File: src/rtl/kernel_host_driver_if.sv
// Host-side bundle for kernel_host_driver: command, load stream, readback
// stream and status channels, each with a valid/ready handshake.
interface kernel_host_driver_if #(
    parameter int ADDR_W = 10,
    parameter int DATA_W = 64
);
    logic                     cmd_valid;
    logic                     cmd_ready;
    logic [ADDR_W:0]          cmd_len;
    logic [ADDR_W-1:0]        cmd_i;
    logic signed [DATA_W-1:0] cmd_acc;

    logic                     s_valid;
    logic                     s_ready;
    logic [DATA_W-1:0]        s_data;

    logic                     m_valid;
    logic                     m_ready;
    logic [DATA_W-1:0]        m_data;
    logic                     m_last;

    logic                     sts_valid;
    logic                     sts_ready;
    logic                     sts_result;
    logic                     sts_err;

    // Host / fabric side.
    modport master (
        output cmd_valid, cmd_len, cmd_i, cmd_acc,
        input  cmd_ready,
        output s_valid, s_data,
        input  s_ready,
        input  m_valid, m_data, m_last,
        output m_ready,
        input  sts_valid, sts_result, sts_err,
        output sts_ready
    );

    // Driver side.
    modport slave (
        input  cmd_valid, cmd_len, cmd_i, cmd_acc,
        output cmd_ready,
        input  s_valid, s_data,
        output s_ready,
        output m_valid, m_data, m_last,
        input  m_ready,
        output sts_valid, sts_result, sts_err,
        input  sts_ready
    );
endinterface

File: src/rtl/kernel_host_driver.sv
// Host-side sequencer for one kernel instance: loads the kernel array, starts
// the kernel, waits for done, streams the array back and reports status.
module kernel_host_driver #(
    parameter int ADDR_W  = 10,
    parameter int DATA_W  = 64,
    parameter int DEPTH   = 1000,
    parameter int TIMEOUT = 1000000
) (
    input  logic                clk,
    input  logic                rst_n,
    kernel_host_driver_if.slave host,
    output logic                r_enable,
    input  logic                w_enable,
    input  logic                result,
    output logic [ADDR_W-1:0]   init_i_t_a,
    output logic [DATA_W-1:0]   init_acc_t_a,
    output logic                controlArr,
    output logic                controlArrWEnable_a,
    output logic [ADDR_W-1:0]   controlArrAddr_a,
    output logic [DATA_W-1:0]   controlArrWData_a,
    input  logic [DATA_W-1:0]   controlArrRData_a
);

    localparam int CNT_W = ADDR_W + 1;
    localparam int TMO_W = (TIMEOUT > 1) ? $clog2(TIMEOUT + 1) : 1;

    localparam logic [CNT_W-1:0] DEPTH_C   = CNT_W'(DEPTH);
    localparam logic [CNT_W-1:0] CNT_ONE   = CNT_W'(1);
    localparam logic [TMO_W-1:0] TIMEOUT_C = TMO_W'(TIMEOUT);
    localparam logic [TMO_W-1:0] TMO_ONE   = TMO_W'(1);

    typedef enum logic [2:0] {
        S_IDLE,
        S_LOAD,
        S_START,
        S_RUN,
        S_RD_ADDR,
        S_RD_DATA,
        S_RD_OUT,
        S_STATUS
    } state_t;

    state_t state, state_nxt;

    logic [CNT_W-1:0]  len_q, len_m1, cnt_q;
    logic [ADDR_W-1:0] arg_i_q;
    logic [DATA_W-1:0] arg_acc_q;
    logic [TMO_W-1:0]  tmo_q, tmo_inc;
    logic [DATA_W-1:0] m_data_q;
    logic              m_last_q, sts_result_q, sts_err_q;

    logic len_bad, tmo_hit;
    logic cmd_ready_c, s_ready_c, m_valid_c, sts_valid_c;
    logic args_c;

    assign len_m1  = len_q - CNT_ONE;
    assign len_bad = (host.cmd_len == '0) || (host.cmd_len > DEPTH_C);
    assign tmo_inc = tmo_q + TMO_ONE;
    assign tmo_hit = (TIMEOUT != 0) && (tmo_inc == TIMEOUT_C);

    // NOTE: sequential state uses non-blocking assignments so every register
    // samples the pre-edge values of the others.
    always_ff @(posedge clk) begin
        if (!rst_n) state <= S_IDLE;
        else        state <= state_nxt;
    end

    // NOTE: every signal written here gets a default first, so no path
    // through the case can leave one unassigned and infer a latch.
    always_comb begin
        state_nxt           = state;
        cmd_ready_c         = 1'b0;
        s_ready_c           = 1'b0;
        m_valid_c           = 1'b0;
        sts_valid_c         = 1'b0;
        args_c              = 1'b0;
        r_enable            = 1'b0;
        controlArr          = 1'b0;
        controlArrWEnable_a = 1'b0;
        controlArrAddr_a    = '0;
        controlArrWData_a   = '0;

        // Outputs stay at their idle values for the whole reset cycle.
        if (rst_n) begin
            case (state)
                S_IDLE: begin
                    cmd_ready_c = 1'b1;
                    if (host.cmd_valid) state_nxt = len_bad ? S_STATUS : S_LOAD;
                end
                S_LOAD: begin
                    controlArr          = 1'b1;
                    s_ready_c           = 1'b1;
                    controlArrAddr_a    = cnt_q[ADDR_W-1:0];
                    controlArrWEnable_a = host.s_valid;
                    controlArrWData_a   = host.s_data;
                    if (host.s_valid && (cnt_q == len_m1)) state_nxt = S_START;
                end
                S_START: begin
                    r_enable  = 1'b1;
                    args_c    = 1'b1;
                    state_nxt = S_RUN;
                end
                S_RUN: begin
                    // Done beats timeout when both land in the same cycle.
                    args_c = 1'b1;
                    if (w_enable)     state_nxt = S_RD_ADDR;
                    else if (tmo_hit) state_nxt = S_STATUS;
                end
                S_RD_ADDR: begin
                    controlArr       = 1'b1;
                    controlArrAddr_a = cnt_q[ADDR_W-1:0];
                    state_nxt        = S_RD_DATA;
                end
                S_RD_DATA: begin
                    controlArr       = 1'b1;
                    controlArrAddr_a = cnt_q[ADDR_W-1:0];
                    state_nxt        = S_RD_OUT;
                end
                S_RD_OUT: begin
                    m_valid_c = 1'b1;
                    if (host.m_ready) state_nxt = m_last_q ? S_STATUS : S_RD_ADDR;
                end
                S_STATUS: begin
                    sts_valid_c = 1'b1;
                    if (host.sts_ready) state_nxt = S_IDLE;
                end
                default: state_nxt = S_IDLE;
            endcase
        end
    end

    always_ff @(posedge clk) begin
        if (!rst_n) begin
            len_q        <= '0;
            cnt_q        <= '0;
            arg_i_q      <= '0;
            arg_acc_q    <= '0;
            tmo_q        <= '0;
            m_data_q     <= '0;
            m_last_q     <= 1'b0;
            sts_result_q <= 1'b0;
            sts_err_q    <= 1'b0;
        end else begin
            case (state)
                S_IDLE: begin
                    if (host.cmd_valid) begin
                        len_q        <= host.cmd_len;
                        arg_i_q      <= host.cmd_i;
                        arg_acc_q    <= host.cmd_acc;
                        cnt_q        <= '0;
                        sts_result_q <= 1'b0;
                        sts_err_q    <= len_bad;
                    end
                end
                S_LOAD: begin
                    if (host.s_valid) cnt_q <= cnt_q + CNT_ONE;
                end
                S_START: tmo_q <= '0;
                S_RUN: begin
                    tmo_q <= tmo_inc;
                    if (w_enable) begin
                        sts_result_q <= result;
                        cnt_q        <= '0;
                    end else if (tmo_hit) begin
                        sts_err_q <= 1'b1;
                    end
                end
                S_RD_DATA: begin
                    m_data_q <= controlArrRData_a;
                    m_last_q <= (cnt_q == len_m1);
                end
                S_RD_OUT: begin
                    if (host.m_ready) cnt_q <= cnt_q + CNT_ONE;
                end
                S_STATUS: begin
                    if (host.sts_ready) sts_err_q <= 1'b0;
                end
                default: ;
            endcase
        end
    end

    assign host.cmd_ready  = cmd_ready_c;
    assign host.s_ready    = s_ready_c;
    assign host.m_valid    = m_valid_c;
    assign host.sts_valid  = sts_valid_c;
    assign host.m_data     = rst_n ? m_data_q : '0;
    assign host.m_last     = rst_n & m_last_q;
    assign host.sts_result = rst_n & sts_result_q;
    assign host.sts_err    = rst_n & sts_err_q;

    assign init_i_t_a   = args_c ? arg_i_q   : '0;
    assign init_acc_t_a = args_c ? arg_acc_q : '0;

endmodule
File: src/flat_wrapper.sv
// flat-port wrapper written by rule: the top's interface ports become plain ports
module kernel_host_driver_flat 
#(
    parameter int ADDR_W  = 10,
    parameter int DATA_W  = 64,
    parameter int DEPTH   = 1000,
    parameter int TIMEOUT = 1000000
)
  (clk, rst_n, r_enable, w_enable, result, init_i_t_a, init_acc_t_a, controlArr, controlArrWEnable_a, controlArrAddr_a, controlArrWData_a, controlArrRData_a, host_cmd_valid, host_cmd_len, host_cmd_i, host_cmd_acc, host_cmd_ready, host_s_valid, host_s_data, host_s_ready, host_m_valid, host_m_data, host_m_last, host_m_ready, host_sts_valid, host_sts_result, host_sts_err, host_sts_ready);
  kernel_host_driver_if #(.ADDR_W(ADDR_W), .DATA_W(DATA_W)) host_i ();
  input  logic clk;
  input  logic rst_n;
  output logic r_enable;
  input  logic w_enable;
  input  logic result;
  output logic [ADDR_W-1:0] init_i_t_a;
  output logic [DATA_W-1:0] init_acc_t_a;
  output logic controlArr;
  output logic controlArrWEnable_a;
  output logic [ADDR_W-1:0] controlArrAddr_a;
  output logic [DATA_W-1:0] controlArrWData_a;
  input  logic [DATA_W-1:0] controlArrRData_a;
  input wire logic [$bits(host_i.cmd_valid)-1:0] host_cmd_valid;
  input wire logic [$bits(host_i.cmd_len)-1:0] host_cmd_len;
  input wire logic [$bits(host_i.cmd_i)-1:0] host_cmd_i;
  input wire logic [$bits(host_i.cmd_acc)-1:0] host_cmd_acc;
  output wire logic [$bits(host_i.cmd_ready)-1:0] host_cmd_ready;
  input wire logic [$bits(host_i.s_valid)-1:0] host_s_valid;
  input wire logic [$bits(host_i.s_data)-1:0] host_s_data;
  output wire logic [$bits(host_i.s_ready)-1:0] host_s_ready;
  output wire logic [$bits(host_i.m_valid)-1:0] host_m_valid;
  output wire logic [$bits(host_i.m_data)-1:0] host_m_data;
  output wire logic [$bits(host_i.m_last)-1:0] host_m_last;
  input wire logic [$bits(host_i.m_ready)-1:0] host_m_ready;
  output wire logic [$bits(host_i.sts_valid)-1:0] host_sts_valid;
  output wire logic [$bits(host_i.sts_result)-1:0] host_sts_result;
  output wire logic [$bits(host_i.sts_err)-1:0] host_sts_err;
  input wire logic [$bits(host_i.sts_ready)-1:0] host_sts_ready;
  assign host_i.cmd_valid = host_cmd_valid;
  assign host_i.cmd_len = host_cmd_len;
  assign host_i.cmd_i = host_cmd_i;
  assign host_i.cmd_acc = host_cmd_acc;
  assign host_cmd_ready = host_i.cmd_ready;
  assign host_i.s_valid = host_s_valid;
  assign host_i.s_data = host_s_data;
  assign host_s_ready = host_i.s_ready;
  assign host_m_valid = host_i.m_valid;
  assign host_m_data = host_i.m_data;
  assign host_m_last = host_i.m_last;
  assign host_i.m_ready = host_m_ready;
  assign host_sts_valid = host_i.sts_valid;
  assign host_sts_result = host_i.sts_result;
  assign host_sts_err = host_i.sts_err;
  assign host_i.sts_ready = host_sts_ready;
  kernel_host_driver #(.ADDR_W(ADDR_W), .DATA_W(DATA_W), .DEPTH(DEPTH), .TIMEOUT(TIMEOUT)) u_core (.clk(clk), .rst_n(rst_n), .host(host_i), .r_enable(r_enable), .w_enable(w_enable), .result(result), .init_i_t_a(init_i_t_a), .init_acc_t_a(init_acc_t_a), .controlArr(controlArr), .controlArrWEnable_a(controlArrWEnable_a), .controlArrAddr_a(controlArrAddr_a), .controlArrWData_a(controlArrWData_a), .controlArrRData_a(controlArrRData_a));
endmodule
File: config.mk
export PLATFORM = sky130hd
export DESIGN_NAME = kernel_host_driver_flat
export DESIGN_NICKNAME = d
export VERILOG_FILES = /design/src/rtl/kernel_host_driver_if.sv /design/src/rtl/kernel_host_driver.sv /design/src/flat_wrapper.sv
export SDC_FILE = /design/constraint.sdc
export NUM_CORES = 1
export LEC_CHECK = 0
export BUFFER_PORTS_ARGS = -buffer_cell sky130_fd_sc_hd__buf_2
export CORE_AREA = 10 10 165 167
export CTS_CLUSTER_DIAMETER = 30
export DETAILED_ROUTE_END_ITERATION = 10
export DIE_AREA = 0 0 175 177
export PLACE_DENSITY = 0.72
export SETUP_SLACK_MARGIN = 0.2
export SYNTH_ARGS = -nofsm -noshare
export SYNTH_HDL_FRONTEND = slang
export SYNTH_SLANG_ARGS = --single-unit
File: constraint.sdc
create_clock -name clk -period 2.8 [get_ports clk]
set_input_delay 0.56 -clock clk [delete_from_list [all_inputs] [get_ports clk]]
set_output_delay 0.56 -clock clk [all_outputs]
set_load 0.03 [all_outputs]
== After elaboration in Yosys (flattened, before gate mapping) ==
Cells that the tools add are included.
Cells by class
  add/sub/neg operators: 3
  $lt $le $gt $ge: 1
  equality and inequality tests: 18
  multiplexer cells: 46
  bitwise operators: 3
  reductions and logical operators: 15
Operator list (count)
  $mux 64: 4
  $mux 11: 4
  $pmux 11 s4: 1
  $pmux 20 s2: 1
  $mux 10: 3
  $pmux 3 s8: 1
  $mux 1: 22
  $mux 3: 7
  $add 20x1->20 const B: 1
  $eq 20x20->1 const B: 1
  $reduce_and 5->1: 3
  $eq 3x3->1 const B: 4
  $ne 2x2->1 const B: 6
  $add 11x1->11 const B: 1
  $eq 11x11->1: 1
  $gt 11x10->1 const B: 1
  $logic_not 11->1: 1
  $sub 11x1->11 const B: 1
  $eq 3x2->1 const B: 2
  $ne 2x1->1 const B: 2
  $reduce_bool 2->1: 2
  $reduce_bool 4->1: 1
  $and 1x1->1: 3
  $eq 3x1->1 const B: 1
  other kinds (12): 12
Word-level totals
  bits in registers: 186
  bits of input ports: 221

== Longest topological paths before layout ==
Gate-level depths: netlist (run 1).
  depth after elaboration: 5
  mapped depth: 10
  depth with buffers taken out: 9

== Worst setup path before layout (run 1) ==
OpenSTA, ideal clock, no wires.
  path type: reg2reg
  start: reg u_core.len_q[0]
  end: reg u_core.state[0]
  arrival: 2.522 ns
  required time: 2.677 ns
  path slack: 0.155 ns
  cell stages (with the launch flop): 11
  period minus slack after synthesis: 2.645 ns
  path through: dfxtp_1 > clkbuf_1 > inv_1 > ha_1 > or4b_2 > nor4b_1 > xnor2_1 > nand4_1 > o31ai_1 > o211ai_1 > mux2i_1
Between the ends
  cells in the longest elaborated chain, start to end: 5
RTL lines
  start, declared: RTL line kernel_host_driver.sv:45  | logic [CNT_W-1:0] len_q, len_m1, cnt_q;
  start signal, assigned: RTL line kernel_host_driver.sv:147  | len_q <= host.cmd_len;
  $sub 11x1->11: RTL line kernel_host_driver.sv:56  | assign len_m1 = len_q - CNT_ONE;
  $eq 11x11->1: RTL line kernel_host_driver.sv:96  | if (host.s_valid && (cnt_q == len_m1)) state_nxt = S_START;
  $logic_and 1x1->1: RTL line kernel_host_driver.sv:96
  $ne 2x1->1 (no line)
  $reduce_and 5->1 (no line)
  end signal, assigned: RTL line kernel_host_driver.sv:65  | else state <= state_nxt;
  end, declared: RTL line kernel_host_driver.sv:43  | state_t state, state_nxt;
Every way passes these cells.
A chain may end at the register's enable or synchronous reset.

== Worst setup path after layout (run 1) ==
  start: reg u_core.state[1]
  end: out init_acc_t_a[48]
Between the ends
  cells in the longest elaborated chain, start to end: 5
  elaborated cells between the ends (all ways): 6
  those cells by class: eq/ne (2); mux (3); reduce/logical (1)
RTL lines
  $eq 3x2->1: RTL line kernel_host_driver.sv:85  | case (state)
  $reduce_or 2->1 (no line) *
  $mux 1 *: RTL line kernel_host_driver.sv:85
  $mux 1 *: RTL line kernel_host_driver.sv:84  | if (rst_n) begin
  $mux 64 *: RTL line kernel_host_driver.sv:193  | assign init_acc_t_a = args_c ? arg_acc_q : '0;
  end, declared: RTL line flat_wrapper.sv:17  | output logic [DATA_W-1:0] init_acc_t_a;
Every way passes the cells marked *; elsewhere a longest branch is shown, timed or not.

==> results.yml, run 1 <==
run_status:
  status: "finished, final reports clean"
detailed_routing:
  viasPerCell: 5.02
  first_iter_violations: 921
  routedWlPerCell_um: 17.7
  vias: 10030
  drc: 0
  antenna_left: 0
  route.final.wire_length_um: 35300
  dr.pass1.iters: 6
timing:
  whs_ns: 0.357
  relSlewSlack: 0.394
  finalCritPeriodShare: 0.901
  grt_setup_unrepaired: "yes"
  fin_skew_ns: 0.0141
  finalSetupTns_ns: 0
  min_period_ns: 2.52
  setup_viol: 0
  slew_violations: 0
  hold_viol_final: 0
  tightest_slew_ns: 0.909
  fmax_mhz: 397
clock_network:
  cts_buffers: 17
  cts.path.max_buffers: 2
  cts_tree: "done"
  clk_pin_slew_ns: 0.09
  hold_buffers: 0
  clock_latency_ns: 0.43
  clock-sinks: 186
  cts-root-buf: "clkbuf_16"
  h-tree-depth: 4
power:
  p_clk_frac: 0.282
  switching_share: 0.400
  power.switching_mw: 3.53
  power_mw: 8.84
  intPower_mw: 5.31
  power.share.sequential: 0.361
  p_comb_frac: 0.357
  leakagePower_nw: 5.97
  vdd_drop_max_mv: 0.426
  p_per_area_mw_per_mm2: 706
critical_path:
  startpoint_type: "flop"
  crit_fanout: 21
  path_class: "reg -> out"
  cp.required_ns: 2.24
  crit_chain: "buf_4 > nor2b_4 > buf_6 > and3_1 > buf_2"
  worstPathArrival_ns: 1.96
  slowest_stage: "dfxtp_4"
  endpoint_kind: "primary output"
  cpPeakStageDelay_ns: 0.40
  cp-startpoint: "u_core.state[1]$_SDFFE_PN0P_"
  rr_startpoint: "u_core.tmo_q[10]$_SDFFE_PN0P_"
yosys:
  syn-cell-area_mm2: 0.00928
  ys_seq_elements: 186
  synthTopCellsByArea: "dfxtp_1, nand2_1, a21oi_1, and2_1, and3_1"
  syn-num-nets: 1497
  yosys.area.top_type: "dfxtp_1"
  ys_warn_count: 0
  avgSynthCellArea_um2: 7.30
  ys_seq_area_frac: 0.401
  synth_cells: 1272
  synth-edff-count: 0
  synth_top_area_share: 0.401
  ys.flop_type: "dfxtp_1"
  synthDistinctLibCells: 62
  synthArstFlopShare: 0
floorplan:
  io_pins: 443
  die_x_um: 175
  die_h_um: 177
  rows: 57
  core_mm2: 0.0240
  dieArea_mm2: 0.0310
  start_util: 0.387
cells_and_area:
  syn_to_final_growth_pct: 34.9
  drive_above_1_share: 0.323
  fillers: 2392
  layout_commonest_cell: "buf_2"
  final_cell_mix: "buf_2, nand2_1, dfxtp_1"
  nets: 1883
placed_design:
  io_buffers: 442
  hpwl_um: 25900
  gp_congestion: 0.905
global_routing:
  gr-total-overflow: 0
  grt_pass1_wl_um: 52500
  grt_util_all_layers: 0.208
  grt_max_degree: 170
  grt_pass1_vias: 9129
  antenna_found_initial: 3
flow_run:
  maxCapViolCount: 0
min_path:
  worstHoldPathType: "in -> reg"
  hold_start: "host_cmd_acc[34]"
==> metrics by stage <==
stage	setup slack (ns)	utilization	cells	cell area (um2)
final	0.278	0.522	1997	12500
after detailed placement	0.137	0.491	1960	11800
after floorplan	0.215	-	1272	9290
after global placement	0.233	0.491	1960	11800
after global routing	0.182	0.522	1997	12500
after CTS	0.184	0.517	1992	12400
==> worst paths after layout <==
kind	to	slack, ns	cells past startpoint
setup / recovery	init_acc_t_a[48]	0.28	5
hold / removal	u_core.arg_acc_q[34]$_SDFFE_PN0P_	0.36	3
setup reg to reg	u_core.state[2]$_SDFFE_PN0P_	0.34	7
hold reg to reg	u_core.arg_acc_q[6]$_SDFFE_PN0P_	0.45	2
==> metal layers <==
layer	up-vias	routed length [um]	share of wire	global-route usage
met1	4641	14700	0.42	0.257
met4	2	614	0.017	0.0625
met5	-	17	0.00048	0
li1	4996	-	-	-
met2	350	17900	0.51	0.359
met3	41	2040	0.058	0.0405
==> Yosys cell counts, types with 3 or more instances <==
cell type,count
a22oi_1,3
nand3_1,18
dfxtp_1,186
a31oi_1,5
and3_1,76
ha_1,4
nand2_1,329
nor2b_1,4
clkbuf_1,92
o21ai_0,24
nor4_1,8
or3_1,8
a21oi_1,180
mux2i_1,4
a211oi_1,5
o31ai_1,4
nor3_1,19
nand2b_1,4
o21a_1,3
buf_6,3
nand4_1,8
xnor2_1,18
inv_1,13
a311oi_1,3
and2_1,143
xor2_1,8
nor2_1,51
buf_1,6
==> registers in the layout, summed over array words and instances (netlist names) <==
signal	flops
u_core.cnt_q	11
u_core.sts_err_q	1
u_core.m_data_q	64
u_core.state	3
u_core.arg_i_q	10
u_core.m_last_q	1
u_core.tmo_q	20
u_core.arg_acc_q	64
u_core.len_q	11
u_core.sts_result_q	1
==> power groups by stage <==
stage	sequential (mW)	clock (mW)	combinational [mW]
after floorplan	3.16	0	2.13
after global placement	3.22	0	2.97
after detailed placement	3.24	0	3.01
after CTS	3.18	2.57	3.02
after global routing	3.24	2.68	3.46
final	3.19	2.49	3.15
==> logic make-up after synthesis <==
| family | Yosys count | share of synthesized area |
|---|---|---|
| AND/OR/NAND/NOR | 687 | 0.363 |
| adder cells (fa/ha/maj) | 4 | 0.00539 |
| XOR/XNOR | 26 | 0.0245 |
| AO/OA/AOI/OAI | 247 | 0.148 |
| multiplexers | 4 | 0.00431 |
| buffers and inverters | 118 | 0.0531 |
| flip-flops | 186 | 0.401 |
==> layout make-up <==
type / count / area [um2] / area share
timing repair buffer: 472 / 2540 / 0.203
clock inverter: 15 / 196 / 0.0157
antenna: 2 / 5.00 / 0.000400
sequential: 186 / 3730 / 0.298
multi-input combinational: 968 / 5150 / 0.412
clock buffer: 17 / 425 / 0.0340
inverter: 13 / 55.1 / 0.00440
tap: 324 / 405 / 0.0324
==> worst max-delay path: cells and delay by family, from the launching register on <==
| family | cells | cell delay, ns |
|---|---|---|
| buf+inv | 3 | 0.65 |
| simple gates | 2 | 0.49 |
| flops | 1 | 0.40 |
==> what timing repair did <==
item | 4_1_cts | 5_1_grt
gates cloned | 0 | 3
pin swaps | 1 | 2
resized for setup | 4 | 13
endpoints found under the setup margin | 69 | 131
endpoints found under the hold margin | 0 | 0
setup buffers | 0 | 0
No activity file was read; power rests on OpenSTA's default activity.
==> run 2, diff against run 1 <==
--- a/config.mk
+++ b/config.mk
@@ -10,7 +10,7 @@
 export CTS_CLUSTER_DIAMETER = 30
 export DETAILED_ROUTE_END_ITERATION = 10
 export DIE_AREA = 0 0 175 177
-export PLACE_DENSITY = 0.72
+export PLACE_DENSITY = 0.69
 export SETUP_SLACK_MARGIN = 0.2
 export SYNTH_ARGS = -nofsm -noshare
 export SYNTH_HDL_FRONTEND = slang
==> constraint.sdc (replaced) <==
create_clock -name clk -period 2.41 [get_ports clk]
set_input_delay 0.482 -clock clk [delete_from_list [all_inputs] [get_ports clk]]
set_output_delay 0.482 -clock clk [all_outputs]
set_load 0.03 [all_outputs]
==> run 2 against run 1 <==
Against the previous run:
- clock-buffer cell count grew 2
- final area grew 4.4%
- setup slack lost 0.17 ns
- routed wire length grew 1.9%
- sequential share of layout area shrank 1.1 points
- via count grew 1.5%
==> results.yml, run 2 (synthesis results as in run 1) <==
floorplan:
  rows: 57
  die_h_um: 177
  io_pins: 443
  start_util: 0.387
  dieArea_mm2: 0.0310
  die_x_um: 175
  core_mm2: 0.0240
clock_network:
  cts_tree: "done"
  cts.path.max_buffers: 2
  hold_buffers: 0
  clk_pin_slew_ns: 0.08
  clock_latency_ns: 0.43
  cts_buffers: 17
  h-tree-depth: 4
  cts-root-buf: "clkbuf_16"
  clock-sinks: 186
timing:
  tightest_slew_ns: 0.762
  hold_viol_final: 0
  finalCritPeriodShare: 0.953
  finalSetupTns_ns: 0
  fin_skew_ns: 0.0121
  min_period_ns: 2.30
  relSlewSlack: 0.492
  layout_setup_ws_ns: 0.113
  setup_viol: 0
  grt_setup_unrepaired: "yes"
  whs_ns: 0.279
  slew_violations: 0
  fmax_mhz: 435
min_path:
  worstHoldPathType: "in -> reg"
  hold_start: "controlArrRData_a[12]"
power:
  p_comb_frac: 0.381
  p_per_area_mw_per_mm2: 819
  power.switching_mw: 4.15
  intPower_mw: 6.55
  vdd_drop_max_mv: 0.607
  power.share.sequential: 0.347
  switching_share: 0.388
  leakagePower_nw: 6.15
  p_clk_frac: 0.272
run_status:
  status: "finished, final reports clean"
critical_path:
  rr_startpoint: "u_core.len_q[1]$_SDFFE_PN0P_"
  crit_fanout: 23
  path_class: "reg -> out"
  cp-startpoint: "u_core.state[2]$_SDFFE_PN0P_"
  endpoint_kind: "primary output"
  cp.required_ns: 1.93
  startpoint_type: "flop"
  worstPathArrival_ns: 1.81
global_routing:
  grt_pass1_vias: 9628
  antenna_found_initial: 4
  gr-total-overflow: 0
  grt_util_all_layers: 0.214
  grt_max_degree: 120
  grt_pass1_wl_um: 53900
detailed_routing:
  drc: 0
  viasPerCell: 5.03
  first_iter_violations: 843
  antenna_left: 0
  route.final.wire_length_um: 35900
  dr.pass1.iters: 5
  vias: 10183
  routedWlPerCell_um: 17.7
placed_design:
  gp_congestion: 0.949
  io_buffers: 442
  placed_area_mm2: 0.0119
  place_ws_ns: 0.0494
  hpwl_um: 25600
cells_and_area:
  syn_to_final_growth_pct: 40.8
  layout_commonest_cell: "buf_2"
  final_cell_area_mm2: 0.0131
  drive_above_1_share: 0.346
  final_cell_mix: "buf_2, nand2_1, a21oi_1"
  nets: 1908
  largestRegisters: "u_core.arg_acc_q (64), u_core.m_data_q (64), u_core.tmo_q (20)"
flow_run:
  maxCapViolCount: 0
## run 2: timing repair
| item | in CTS | in global routing |
|---|---|---|
| hold endpoints to repair | 0 | 0 |
| buffers inserted | 9 | 6 |
| endpoints found under the setup margin | 156 | 188 |
| gates cloned | 2 | 3 |
| pin swaps | 8 | 4 |
| gates resized for setup | 85 | 36 |
## run 2: path summary, 6_finish.rpt
check | to | slack, ns | cells past startpoint
max | init_acc_t_a[30] | 0.11 | 6
min | u_core.m_data_q[12]$_SDFFE_PN0P_ | 0.28 | 3
max reg2reg | u_core.state[2]$_SDFFE_PN0P_ | 0.12 | 9
min reg2reg | u_core.m_data_q[28]$_SDFFE_PN0P_ | 0.45 | 2
## run 2: stage by stage
step	util	std cells	power (mW)
final	0.545	2024	10.7
after global routing	0.545	2023	11.3
after CTS	0.537	2011	10.6
after detailed placement	0.497	1968	7.37
after global placement	0.497	1968	7.31
after floorplan	-	1272	6.20
## run 2: layout make-up
class	count	area, um2
diodes	4	10.0
clock buffers	19	443
clock inverters	13	165
repair buffers	497	3010
fillers	2355	10900
inverters	13	53.8
well taps	324	405
flip-flops and latches	186	3750
multi-input cells	968	5230
## run 2: power by group through the flow
stage / sequential [mW] / combinational, mW / clock, mW
2_1_floorplan: 3.68 / 2.52 / 0
3_3_place_gp: 3.75 / 3.56 / 0
3_5_place_dp: 3.76 / 3.61 / 0
4_1_cts: 3.70 / 3.88 / 2.98
5_1_grt: 3.76 / 4.43 / 3.11
6_report: 3.71 / 4.08 / 2.91
## run 2: metal layers
| layer | global-route usage | wire [um] |
|---|---|---|
| met5 | 0 | 0 |
| met2 | 0.374 | 18400 |
| met1 | 0.246 | 14200 |
| met3 | 0.0518 | 2200 |
| met4 | 0.0837 | 1080 |
## run 2: worst max-delay path, cell delays in order, from the launching register on
cell and delay [ns]:
dfxtp_1 0.36, buf_4 0.18, nor2b_4 0.16, buf_4 0.14, buf_12 0.14, and3_1 0.19, buf_2 0.20
==> run 3, diff against run 2 <==
--- a/config.mk
+++ b/config.mk
@@ -6,11 +6,11 @@
 export NUM_CORES = 1
 export LEC_CHECK = 0
 export BUFFER_PORTS_ARGS = -buffer_cell sky130_fd_sc_hd__buf_2
-export CORE_AREA = 10 10 165 167
+export CORE_AREA = 2 2 171 173
 export CTS_CLUSTER_DIAMETER = 30
 export DETAILED_ROUTE_END_ITERATION = 10
-export DIE_AREA = 0 0 175 177
-export PLACE_DENSITY = 0.69
+export DIE_AREA = 0 0 173 175
+export HOLD_SLACK_MARGIN = 0.05
 export SETUP_SLACK_MARGIN = 0.2
 export SYNTH_ARGS = -nofsm -noshare
 export SYNTH_HDL_FRONTEND = slang
==> run 3 against run 2 <==
Against the previous run:
- first-iteration DRC count decreased by 23%
- non-clock buffer count rose by 19
- utilization is 6.3 points lower
- final cell count increased by 3.8%
- largest cell class unchanged
- total power grew 0.54%
- sequential cell count unchanged
- highest routed layer is now met5
==> results.yml, run 3 (synthesis results as in run 1) <==
run_status:
  status: "finished, final reports clean"
clock_network:
  cts_buffers: 17
  h-tree-depth: 4
  clock-sinks: 186
  cts-root-buf: "clkbuf_16"
  cts_tree: "done"
  clk_pin_slew_ns: 0.08
  clock_latency_ns: 0.43
  cts.path.max_buffers: 2
detailed_routing:
  viasPerCell: 4.90
  first_iter_violations: 645
  vias: 10297
  drc: 0
  antenna_left: 0
  dr.pass1.iters: 4
  route.final.wire_length_um: 35100
  routedWlPerCell_um: 16.7
floorplan:
  die_h_um: 175
  dieArea_mm2: 0.0303
  rows: 62
  start_util: 0.327
  core_mm2: 0.0284
  io_pins: 443
  die_x_um: 173
timing:
  setup_viol: 0
  layout_setup_ws_ns: 0.103
  slew_violations: 0
  hold_viol_final: 0
  min_period_ns: 2.31
  fin_skew_ns: 0.0118
  tightest_slew_ns: 0.722
  finalCritPeriodShare: 0.957
  finalSetupTns_ns: 0
  fmax_mhz: 433
  grt_setup_unrepaired: "yes"
  relSlewSlack: 0.519
critical_path:
  slowest_stage: "or4b_4"
  crit_fanout: 3
  crit_chain: "inv_2 > ha_4 > or4b_4 > nor4b_4 > xnor2_1 > nand4_1 > o31ai_2 > o211ai_1 > mux2i_1"
  worstPathArrival_ns: 2.62
  cpPeakStageDelay_ns: 0.50
  path_class: "reg -> reg"
  startpoint_type: "flop"
  cp.required_ns: 2.72
  endpoint_kind: "flop"
  rr_worst_depth: 9
power:
  power.switching_mw: 4.18
  power.share.sequential: 0.344
  p_comb_frac: 0.401
  p_clk_frac: 0.255
  p_per_area_mw_per_mm2: 785
  intPower_mw: 6.57
  leakagePower_nw: 6.28
  power_mw: 10.8
  vdd_drop_max_mv: 0.466
  switching_share: 0.389
global_routing:
  grt_pass1_vias: 9622
  grt_util_all_layers: 0.219
  gr-total-overflow: 0
  grt_max_degree: 75
  grt_pass1_wl_um: 53400
  antenna_found_initial: 4
cells_and_area:
  layout_commonest_cell: "nand2_1"
  largestRegisters: "u_core.arg_acc_q (64), u_core.m_data_q (64), u_core.tmo_q (20)"
  drive_above_1_share: 0.366
  final_cell_area_mm2: 0.0137
  syn_to_final_growth_pct: 47.7
  nets: 1927
  final_cell_mix: "nand2_1, buf_2, a21oi_1"
placed_design:
  hpwl_um: 24000
  place_ws_ns: 0.0404
  io_buffers: 442
  placed_area_mm2: 0.0120
  gp_congestion: 0.907
min_path:
  worstHoldPathType: "in -> reg"
  whs_path_depth: 3
flow_run:
  maxCapViolCount: 0
## run 3: power groups by stage
stage / Clock, mW / Combinational (mW) / Sequential [mW]
detailed placement: 0 / 3.64 / 3.74
global placement: 0 / 3.60 / 3.73
floorplan: 0 / 2.52 / 3.68
finish: 2.75 / 4.31 / 3.69
CTS: 2.85 / 4.17 / 3.68
global route: 2.97 / 4.67 / 3.74
## run 3: worst paths after layout
| path | from | to | slack (ns) |
|---|---|---|---|
| setup / recovery | u_core.len_q[1]$_SDFFE_PN0P_ | u_core.state[0]$_SDFFE_PN0P_ | 0.10 |
| hold / removal | controlArrRData_a[13] | u_core.m_data_q[13]$_SDFFE_PN0P_ | 0.28 |
| setup reg to reg | u_core.len_q[1]$_SDFFE_PN0P_ | u_core.state[0]$_SDFFE_PN0P_ | 0.10 |
| hold reg to reg | u_core.m_data_q[11]$_SDFFE_PN0P_ | u_core.m_data_q[11]$_SDFFE_PN0P_ | 0.45 |
## run 3: layer usage
metal | share of wire | GRT usage | vias up
li1 | - | - | 5088
met1 | 0.44 | 0.287 | 4869
met2 | 0.49 | 0.374 | 289
met3 | 0.045 | 0.0348 | 47
met4 | 0.019 | 0.0569 | 4
met5 | 0.00071 | 0 | -
## run 3: repair_timing
item,CTS,global route
hold buffers,0,0
pin swaps,15,14
resized for setup,163,106
endpoints found under the hold margin,0,0
setup endpoints to repair,156,170
cloned,6,1
setup buffers,26,1
## run 3: area by class of cell
cell class,count,area (um2)
multi-input combinational,968,5330
clock inverter,13,123
inverter,13,53.8
antenna,2,5.00
fill,2852,14700
clock buffer,19,443
timing repair buffer,516,3510
tap,384,480
sequential,186,3760
## run 3: per-stage QoR
| step | utilization | std cells | hold WS (ns) |
|---|---|---|---|
| 6_report | 0.483 | 2101 | 0.279 |
| 5_1_grt | 0.483 | 2101 | 0.270 |
| 4_1_cts | 0.471 | 2097 | 0.259 |
| 3_5_place_dp | 0.423 | 2033 | 0.442 |
| 3_3_place_gp | 0.423 | 2033 | 0.437 |
| 2_1_floorplan | - | 1272 | 0.429 |
## run 3: worst max-delay path: cells and delay by family, from the launching register on
kind                       cells  cell delay (ns)
AOI/OAI and AO/OA              2             0.50
xor gates and xnor gates       1             0.15
adders and majority gates      1             0.13
buffers and inverters          1             0.06
DFF                            1             0.33
muxes                          1             0.14
and+or+nand+nor                3             0.87
